### config.mk
export PLATFORM = sky130hd
export DESIGN_NAME = dram_ctrl
export DESIGN_NICKNAME = d
export VERILOG_FILES = /design/src/rtl/dram_ctrl.sv
export SDC_FILE = /design/constraint.sdc
export NUM_CORES = 1
export LEC_CHECK = 0
export BUFFER_PORTS_ARGS = -buffer_cell sky130_fd_sc_hd__buf_2
export CORE_MARGIN = 2
export CORE_UTILIZATION = 45
export DETAILED_ROUTE_END_ITERATION = 8
export PLACE_DENSITY = 0.68
export SYNTH_ARGS = -nofsm -noshare
export SYNTH_HDL_FRONTEND = slang
export SYNTH_SLANG_ARGS = --single-unit
### constraint.sdc
create_clock -name clk -period 6.6 [get_ports clk]
set_input_delay 1.65 -clock clk [delete_from_list [all_inputs] [get_ports clk]]
set_output_delay 1.65 -clock clk [all_outputs]
set_load 0.05 [all_outputs]
### src/rtl/dram_ctrl.sv
// Single-outstanding open-page DRAM command controller: converts one valid/ready
// word request at a time into PRE/ACT/RD/WR commands and returns one response.
module dram_ctrl #(
    parameter int ROW_BITS = 11,
    parameter int COL_BITS = 10,
    parameter int T_RP     = 5,
    parameter int T_RCD    = 5,
    parameter int T_WR     = 5,
    parameter int T_OUT    = 64
) (
    input  logic                clk,
    input  logic                rst,
    input  logic                req_valid,
    output logic                req_ready,
    input  logic                req_write,
    input  logic [31:0]         req_addr,
    input  logic [31:0]         req_wdata,
    input  logic [3:0]          req_wstrb,
    output logic                resp_valid,
    output logic [31:0]         resp_rdata,
    output logic                resp_err,
    output logic                DRAM_CSn,
    output logic [3:0]          DRAM_WEn,
    output logic                DRAM_RASn,
    output logic                DRAM_CASn,
    output logic [ROW_BITS-1:0] DRAM_A,
    output logic [31:0]         DRAM_D,
    input  logic [31:0]         DRAM_Q,
    input  logic                DRAM_valid
);

    localparam int T_MAX_A = (T_RP > T_RCD) ? T_RP : T_RCD;
    localparam int T_MAX_B = (T_WR > T_OUT) ? T_WR : T_OUT;
    localparam int T_MAX   = (T_MAX_A > T_MAX_B) ? T_MAX_A : T_MAX_B;
    localparam int CW      = $clog2(T_MAX + 1);

    // Wait states last (T-1) cycles because the command cycle itself counts toward T.
    localparam logic [CW-1:0] TRP_LAST  = CW'((T_RP  > 1) ? T_RP  - 2 : 0);
    localparam logic [CW-1:0] TRCD_LAST = CW'((T_RCD > 1) ? T_RCD - 2 : 0);
    localparam logic [CW-1:0] TWR_LAST  = CW'(T_WR - 1);
    localparam logic [CW-1:0] TOUT_LAST = CW'(T_OUT - 1);

    typedef enum logic [3:0] {
        S_IDLE,
        S_PRE,
        S_TRP,
        S_ACT,
        S_TRCD,
        S_CAS,
        S_RWAIT,
        S_WWAIT,
        S_RESP
    } state_t;

    state_t state_reg, state_next;
    logic [CW-1:0] cnt_reg, cnt_next;

    logic                open_valid_reg, open_valid_next;
    logic [ROW_BITS-1:0] open_row_reg, open_row_next;

    logic                write_reg, write_next;
    logic [ROW_BITS-1:0] row_reg, row_next;
    logic [COL_BITS-1:0] col_reg, col_next;
    logic [31:0]         wdata_reg, wdata_next;
    logic [3:0]          wstrb_reg, wstrb_next;

    logic        req_ready_reg, req_ready_next;
    logic        resp_valid_reg, resp_valid_next;
    logic [31:0] resp_rdata_reg, resp_rdata_next;
    logic        resp_err_reg, resp_err_next;

    logic                csn_reg, csn_next;
    logic [3:0]          wen_reg, wen_next;
    logic                rasn_reg, rasn_next;
    logic                casn_reg, casn_next;
    logic [ROW_BITS-1:0] a_reg, a_next;
    logic [31:0]         d_reg, d_next;

    logic [ROW_BITS-1:0] req_row;
    logic [COL_BITS-1:0] req_col;
    logic [3:0]          wr_wen;
    logic                addr_unused;

    assign req_row     = req_addr[ROW_BITS+COL_BITS+1:COL_BITS+2];
    assign req_col     = req_addr[COL_BITS+1:2];
    assign addr_unused = ^{req_addr[31:ROW_BITS+COL_BITS+2], req_addr[1:0]};

    // Write enables are active low per byte lane.
    genvar gi;
    generate
        for (gi = 0; gi < 4; gi++) begin : g_wen
            assign wr_wen[gi] = ~wstrb_next[gi];
        end
    endgenerate

    always_ff @(posedge clk or posedge rst) begin
        if (rst) begin
            state_reg      <= S_IDLE;
            cnt_reg        <= '0;
            open_valid_reg <= 1'b0;
            open_row_reg   <= '0;
            write_reg      <= 1'b0;
            row_reg        <= '0;
            col_reg        <= '0;
            wdata_reg      <= '0;
            wstrb_reg      <= '0;
            req_ready_reg  <= 1'b1;
            resp_valid_reg <= 1'b0;
            resp_rdata_reg <= '0;
            resp_err_reg   <= 1'b0;
            csn_reg        <= 1'b1;
            wen_reg        <= 4'hF;
            rasn_reg       <= 1'b1;
            casn_reg       <= 1'b1;
            a_reg          <= '0;
            d_reg          <= '0;
        end else begin
            state_reg      <= state_next;
            cnt_reg        <= cnt_next;
            open_valid_reg <= open_valid_next;
            open_row_reg   <= open_row_next;
            write_reg      <= write_next;
            row_reg        <= row_next;
            col_reg        <= col_next;
            wdata_reg      <= wdata_next;
            wstrb_reg      <= wstrb_next;
            req_ready_reg  <= req_ready_next;
            resp_valid_reg <= resp_valid_next;
            resp_rdata_reg <= resp_rdata_next;
            resp_err_reg   <= resp_err_next;
            csn_reg        <= csn_next;
            wen_reg        <= wen_next;
            rasn_reg       <= rasn_next;
            casn_reg       <= casn_next;
            a_reg          <= a_next;
            d_reg          <= d_next;
        end
    end

    always_comb begin
        state_next      = state_reg;
        cnt_next        = cnt_reg;
        open_valid_next = open_valid_reg;
        open_row_next   = open_row_reg;
        write_next      = write_reg;
        row_next        = row_reg;
        col_next        = col_reg;
        wdata_next      = wdata_reg;
        wstrb_next      = wstrb_reg;
        resp_rdata_next = resp_rdata_reg;
        resp_err_next   = resp_err_reg;

        case (state_reg)
            S_IDLE: begin
                if (req_valid && req_ready_reg) begin
                    write_next = req_write;
                    row_next   = req_row;
                    col_next   = req_col;
                    wdata_next = req_wdata;
                    wstrb_next = req_wstrb;
                    cnt_next   = '0;
                    if (open_valid_reg && (req_row == open_row_reg)) begin
                        state_next = S_CAS;
                    end else if (open_valid_reg) begin
                        state_next = S_PRE;
                    end else begin
                        state_next = S_ACT;
                    end
                end
            end
            S_PRE: begin
                cnt_next   = '0;
                state_next = (T_RP > 1) ? S_TRP : S_ACT;
            end
            S_TRP: begin
                if (cnt_reg == TRP_LAST) begin
                    state_next = S_ACT;
                end else begin
                    cnt_next = cnt_reg + CW'(1);
                end
            end
            S_ACT: begin
                open_valid_next = 1'b1;
                open_row_next   = row_reg;
                cnt_next        = '0;
                state_next      = (T_RCD > 1) ? S_TRCD : S_CAS;
            end
            S_TRCD: begin
                if (cnt_reg == TRCD_LAST) begin
                    state_next = S_CAS;
                end else begin
                    cnt_next = cnt_reg + CW'(1);
                end
            end
            S_CAS: begin
                cnt_next   = '0;
                state_next = write_reg ? S_WWAIT : S_RWAIT;
            end
            S_RWAIT: begin
                if (DRAM_valid) begin
                    resp_rdata_next = DRAM_Q;
                    resp_err_next   = 1'b0;
                    state_next      = S_RESP;
                end else if (cnt_reg == TOUT_LAST) begin
                    // A silent device leaves the row state unknown, so reopen next time.
                    resp_rdata_next = '0;
                    resp_err_next   = 1'b1;
                    open_valid_next = 1'b0;
                    state_next      = S_RESP;
                end else begin
                    cnt_next = cnt_reg + CW'(1);
                end
            end
            S_WWAIT: begin
                if (cnt_reg == TWR_LAST) begin
                    resp_err_next = 1'b0;
                    state_next    = S_RESP;
                end else begin
                    cnt_next = cnt_reg + CW'(1);
                end
            end
            S_RESP: begin
                state_next = S_IDLE;
            end
            default: begin
                state_next = S_IDLE;
            end
        endcase
    end

    // Pins are registered from the state being entered, so each command
    // occupies exactly the one cycle its state lasts.
    always_comb begin
        csn_next        = 1'b1;
        rasn_next       = 1'b1;
        casn_next       = 1'b1;
        wen_next        = 4'hF;
        a_next          = a_reg;
        d_next          = d_reg;
        req_ready_next  = (state_next == S_IDLE);
        resp_valid_next = (state_next == S_RESP);

        case (state_next)
            S_PRE: begin
                csn_next  = 1'b0;
                rasn_next = 1'b0;
                wen_next  = 4'h0;
            end
            S_ACT: begin
                csn_next  = 1'b0;
                rasn_next = 1'b0;
                a_next    = row_next;
            end
            S_CAS: begin
                csn_next  = 1'b0;
                casn_next = 1'b0;
                a_next    = ROW_BITS'(col_next);
                if (write_next) begin
                    wen_next = wr_wen;
                    d_next   = wdata_next;
                end
            end
            default: begin
            end
        endcase
    end

    assign req_ready  = req_ready_reg;
    assign resp_valid = resp_valid_reg;
    assign resp_rdata = resp_rdata_reg;
    assign resp_err   = resp_err_reg;
    assign DRAM_CSn   = csn_reg;
    assign DRAM_WEn   = wen_reg;
    assign DRAM_RASn  = rasn_reg;
    assign DRAM_CASn  = casn_reg;
    assign DRAM_A     = a_reg;
    assign DRAM_D     = d_reg;

endmodule

[Word-level counts from Yosys, hierarchy flattened]
Cells that the tools add are included.
Operators by class
  add/sub/neg operators: 1
  equal/unequal tests: 23
  mux-type cells: 41
  bitwise logic cells: 4
  reduce and logical (&&, ||, !) cells: 18
Operators by type and width (number)
  $mux W32: 4
  $mux W4: 9
  $mux W7: 5
  $pmux W7 S5: 1
  $pmux W4 S8: 1
  $mux W11: 2
  $pmux W11 S2: 1
  $eq A4 B3 Y1 const B: 5
  $mux W10: 2
  $ne A2 B2 Y1 const B: 7
  $eq A4 B2 Y1 const B: 3
  $eq A11 B11 Y1: 1
  $mux W1: 11
  $eq A4 B1 Y1 const B: 2
  $logic_not A4 Y1: 2
  $pmux W4 S2: 1
  $reduce_bool A2 Y1: 4
  $add A7 B1 Y7 const B: 1
  $eq A7 B2 Y1 const B: 1
  $eq A7 B3 Y1 const B: 1
  $eq A7 B6 Y1 const B: 1
  $reduce_and A3 Y1: 2
  $reduce_and A6 Y1: 1
  $reduce_or A3 Y1: 2
  10 further kinds: 17
Storage, ports and cells
  bits in registers: 166
  input bits: 105
  output and inout bits: 85
  logic and storage cells: 106

[Longest topological paths before layout]
  depth in word-level cells: 8
  gate-level depth with buffers: 10
  depth with buffers taken out: 9

[Worst setup path after synthesis]
No wires, ideal clock.
  kind: in2reg
  from: input req_valid
  to: register cnt_reg[1]
  setup time: 79 ps
  arrival: 3232 ps
  data required time: 6521 ps
  slack: 3288 ps
  stages: 7
  buffers on the path: 0
  cell sequence: nor4bb_1 -> o31ai_1 -> o211a_1 -> inv_1 -> or4_4 -> nand2_2 -> mux2i_1
On the way
  word-level cells in the longest chain between the ends: 3
Ends and longest elaborated chain
  start, declared: line 13  | input logic req_valid,
  $logic_and A1 B1 Y1: line 155  | if (req_valid && req_ready_reg) begin
  $ne A2 B2 Y1 (no line)
  $reduce_and A6 Y1 (no line)
  end signal, assigned: line 119  | cnt_reg <= cnt_next;
  end, declared: line 56  | logic [CW-1:0] cnt_reg, cnt_next;
No other way between the ends.
A chain may end at the register's enable or synchronous reset.

[Worst setup path after layout]
  from: input req_valid
  to: register d_reg[8], in the netlist DRAM_D[8]
On the way
  word-level cells in the longest chain between the ends: 5
  elaborated cells on any way between the ends: 9
  those cells by class: eq/ne (1); mux (6); reduce/logical (2)
Ends and longest elaborated chain
  $logic_and A1 B1 Y1 *: line 155
  $mux W4: line 155
  $pmux W4 S8: line 153  | case (state_reg)
  $eq A4 B3 Y1: line 243  | case (state_next)
  $reduce_and A2 Y1 (no line)
  end signal, assigned: line 136  | d_reg <= d_next;
  end, declared: line 77  | logic [31:0] d_reg, d_next;
Mark *: on every way between the ends. The rest lies on a longest branch, timed or not.

==> metrics.csv <==
stage,metric,value,unit
setup_path,r2r-start,state_reg[1]$_DFF_PP0_,
finish,layout_commonest_cell,buf_2,
timing,max_clock_freq,0.260,GHz
floorplanning,rows,45,
timing,hold_violations,0,
timing,setup_violations,0,
clocking,ctsResizeCount,0,
setup_path,required,6.89,ns
clocking,hold_buffers,0,
global_routing,use_met3,6.91,%
global_routing,grt_start_max_net_pins,64,
synthesis,synth_ff_type,dfrtp_1,
power,p_leak,4.31,nW
worst_hold_path,hold_class,flip-flop to flip-flop,
route,drt_first_iter_violations,236,
floorplanning,start_util,45.7,%
global_routing,grt_busiest_layer,met2,
finish,drive_gt1_share,51.0,%
synthesis,synth_fp_nets,577,
finish,nets,753,
status,status,completed,
clocking,insertion_delay,0.41,ns
route,vias,4428,
finish,n_fill_cell,1233,
global_routing,met1_usage,23.8,%
synthesis,synth_area,6860,sq um
route,finalWirelength,14.4,mm
setup_path,end_kind,flip-flop,
floorplanning,pin_count,190,
clocking,cts_setup_buffers,0,
synthesis,synth_warnings,0,
worst_hold_path,hp-start,resp_rdata[13]$_DFFE_PP0P_,
power,ir_drop,201,uV
setup_path,cpPeakStageDelay,0.62,ns
route,ant_nets,0,
synthesis,async_flop_share,100,%
clocking,tritoncts,yes,
clocking,cts_root_buffer,clkbuf_16,
clocking,h-tree-depth,4,
timing,slew_headroom,20.4,%
synthesis,avgSynthCellArea,14.6,sq um
finish,final_cell_mix,"buf_2 (178), dfrtp_1 (158), mux2_2 (69)",
setup_path,critPathBufInv,2,
power,p_per_area,532,nW/um^2
setup_path,slowest_stage,nand2b_4,
place,postPlaceCellArea,7910,sq um
floorplanning,die-area,16300,sq um
synthesis,netlist_instances,470,
clocking,clk_pin_slew_worst_paths,0.06,ns
route,drc_errors,0,
synthesis,yosys_register_bits,166,
place,place_congestion,0.806,
global_routing,grt_usage,18.5,%
power,p_total,4.55,mW
clocking,clock_sinks,166,
route,via_per_inst,5.22,
finish,area_delta_synth_final,24.9,%
setup_path,crit_chain,buf_2 -> nand3_4 -> buf_4 -> nor4_2 -> o211ai_4 -> nand2b_4 -> mux2_1,
timing,min_period,3.85,ns
setup_path,critPathTopFamily,simple AND/OR/NAND/NOR gates,
route,wl_per_cell,17.0,um
clocking,cts_buffers,17,
setup_path,cp.arrival,4.14,ns
floorplanning,fp.dieW,127,um
finish,stdcell_area,8570,sq um
setup_path,crit_fanout,59,
global_routing,globalRouteMet2Util,29.4,%
global_routing,grt_pass1_wl,23.6,mm
global_routing,grt_pass1_vias,4602,
timing,fin_crit_sh,58.4,%
floorplanning,coreArea,15000,sq um
clocking,clock_path_buffers,2,
synthesis,synth.distinct_cells,50,
setup_path,startpoint,req_valid,
place,hpwl,9.75,mm
run,maxCapViolations,0,
setup_path,crit_type,input port to flip-flop,
synthesis,synth-edff-count,0,
place,io_buffer_count,178,
floorplanning,die_h,127,um
synthesis,ys_seq_area_share,60.7,%
global_routing,antenna_found_initial,1,
timing,slew_viol_final,0,
route,drt_pass1_iterations,6,
timing,setup-tns-final,0,ns
timing,grt_setup_unrepaired,false,
global_routing,overflow,0,
setup_path,start_kind,input port,
timing,fin_skew,0.00935,ns
timing,worst_slew_pin_slew,1.19,ns
[through the flow]
step / hold WS (ns) / utilization [%] / cells / worst slack [ns]
2_1_floorplan: 0.465 / - / 470 / 0.473
3_3_place_gp: 0.471 / 52.6 / 815 / 2.28
3_5_place_dp: 0.477 / 52.6 / 815 / 2.22
4_1_cts: 0.496 / 57.0 / 847 / 2.66
5_1_grt: 0.508 / 57.0 / 847 / 2.53
6_report: 0.491 / 57.0 / 848 / 2.75
[cell type report]
type	count	area (sq um)	share of cell area [%]
multi-input combinational	269	2540	29.6
inverter	9	38.8	0.453
timing repair buffer	183	928	10.8
clock buffer	18	439	5.12
antenna	1	2.50	0.0292
sequential	166	4160	48.6
clock inverter	14	221	2.58
tap	188	235	2.74
[path summary, 6_finish.rpt]
path	end	slack, ns	depth (start not counted)
setup / recovery	DRAM_D[8]$_DFFE_PP0P_	2.75	7
hold / removal	resp_rdata[13]$_DFFE_PP0P_	0.49	1
setup reg to reg	DRAM_D[8]$_DFFE_PP0P_	3.12	7
hold reg to reg	resp_rdata[13]$_DFFE_PP0P_	0.49	1
max in group asynchronous	resp_rdata[8]$_DFFE_PP0P_	4.16	3
min in group asynchronous	DRAM_D[15]$_DFFE_PP0P_	1.26	2
[power breakdown]
part	switching, mW	total [mW]	internal (mW)
combinational	1.15	1.80	0.651
clock	0.406	1.09	0.686
sequential	0.218	1.66	1.44
total	1.77	4.55	2.78
[logic make-up after synthesis]
group	Yosys count	synth area share, %
buffers and inverters	35	2.57
AOI/OAI and AO/OA	72	8.17
muxes	116	20.4
adders and majority gates	2	0.365
xor gates and xnor gates	12	1.53
DFF	166	60.7
and+or+nand+nor	67	6.29
[synth_stat cells, drive strengths merged, types with 6 or more instances]
cell,n,area share (%)
dfstp,8,3.1
xnor2,12,1.5
dfrtp,158,58
a21oi,6,0.44
and3,6,0.55
nand2b,13,1.3
mux2,101,18
buf,9,1.1
inv,9,0.49
mux2i,15,2.2
nand2,11,0.64
o21ai,18,1.3
clkbuf,17,0.93
a22o,33,4.2
nor2b,6,0.55
[per-layer routing]
metal,up-vias,wire (um),share of wire [%]
met2,119,7020,49
met1,2257,6250,43
met3,15,979,6.8
met4,0,197,1.4
li1,2037,-,-
met5,-,0,0
Note: power is estimated with default switching activity, not from simulation.
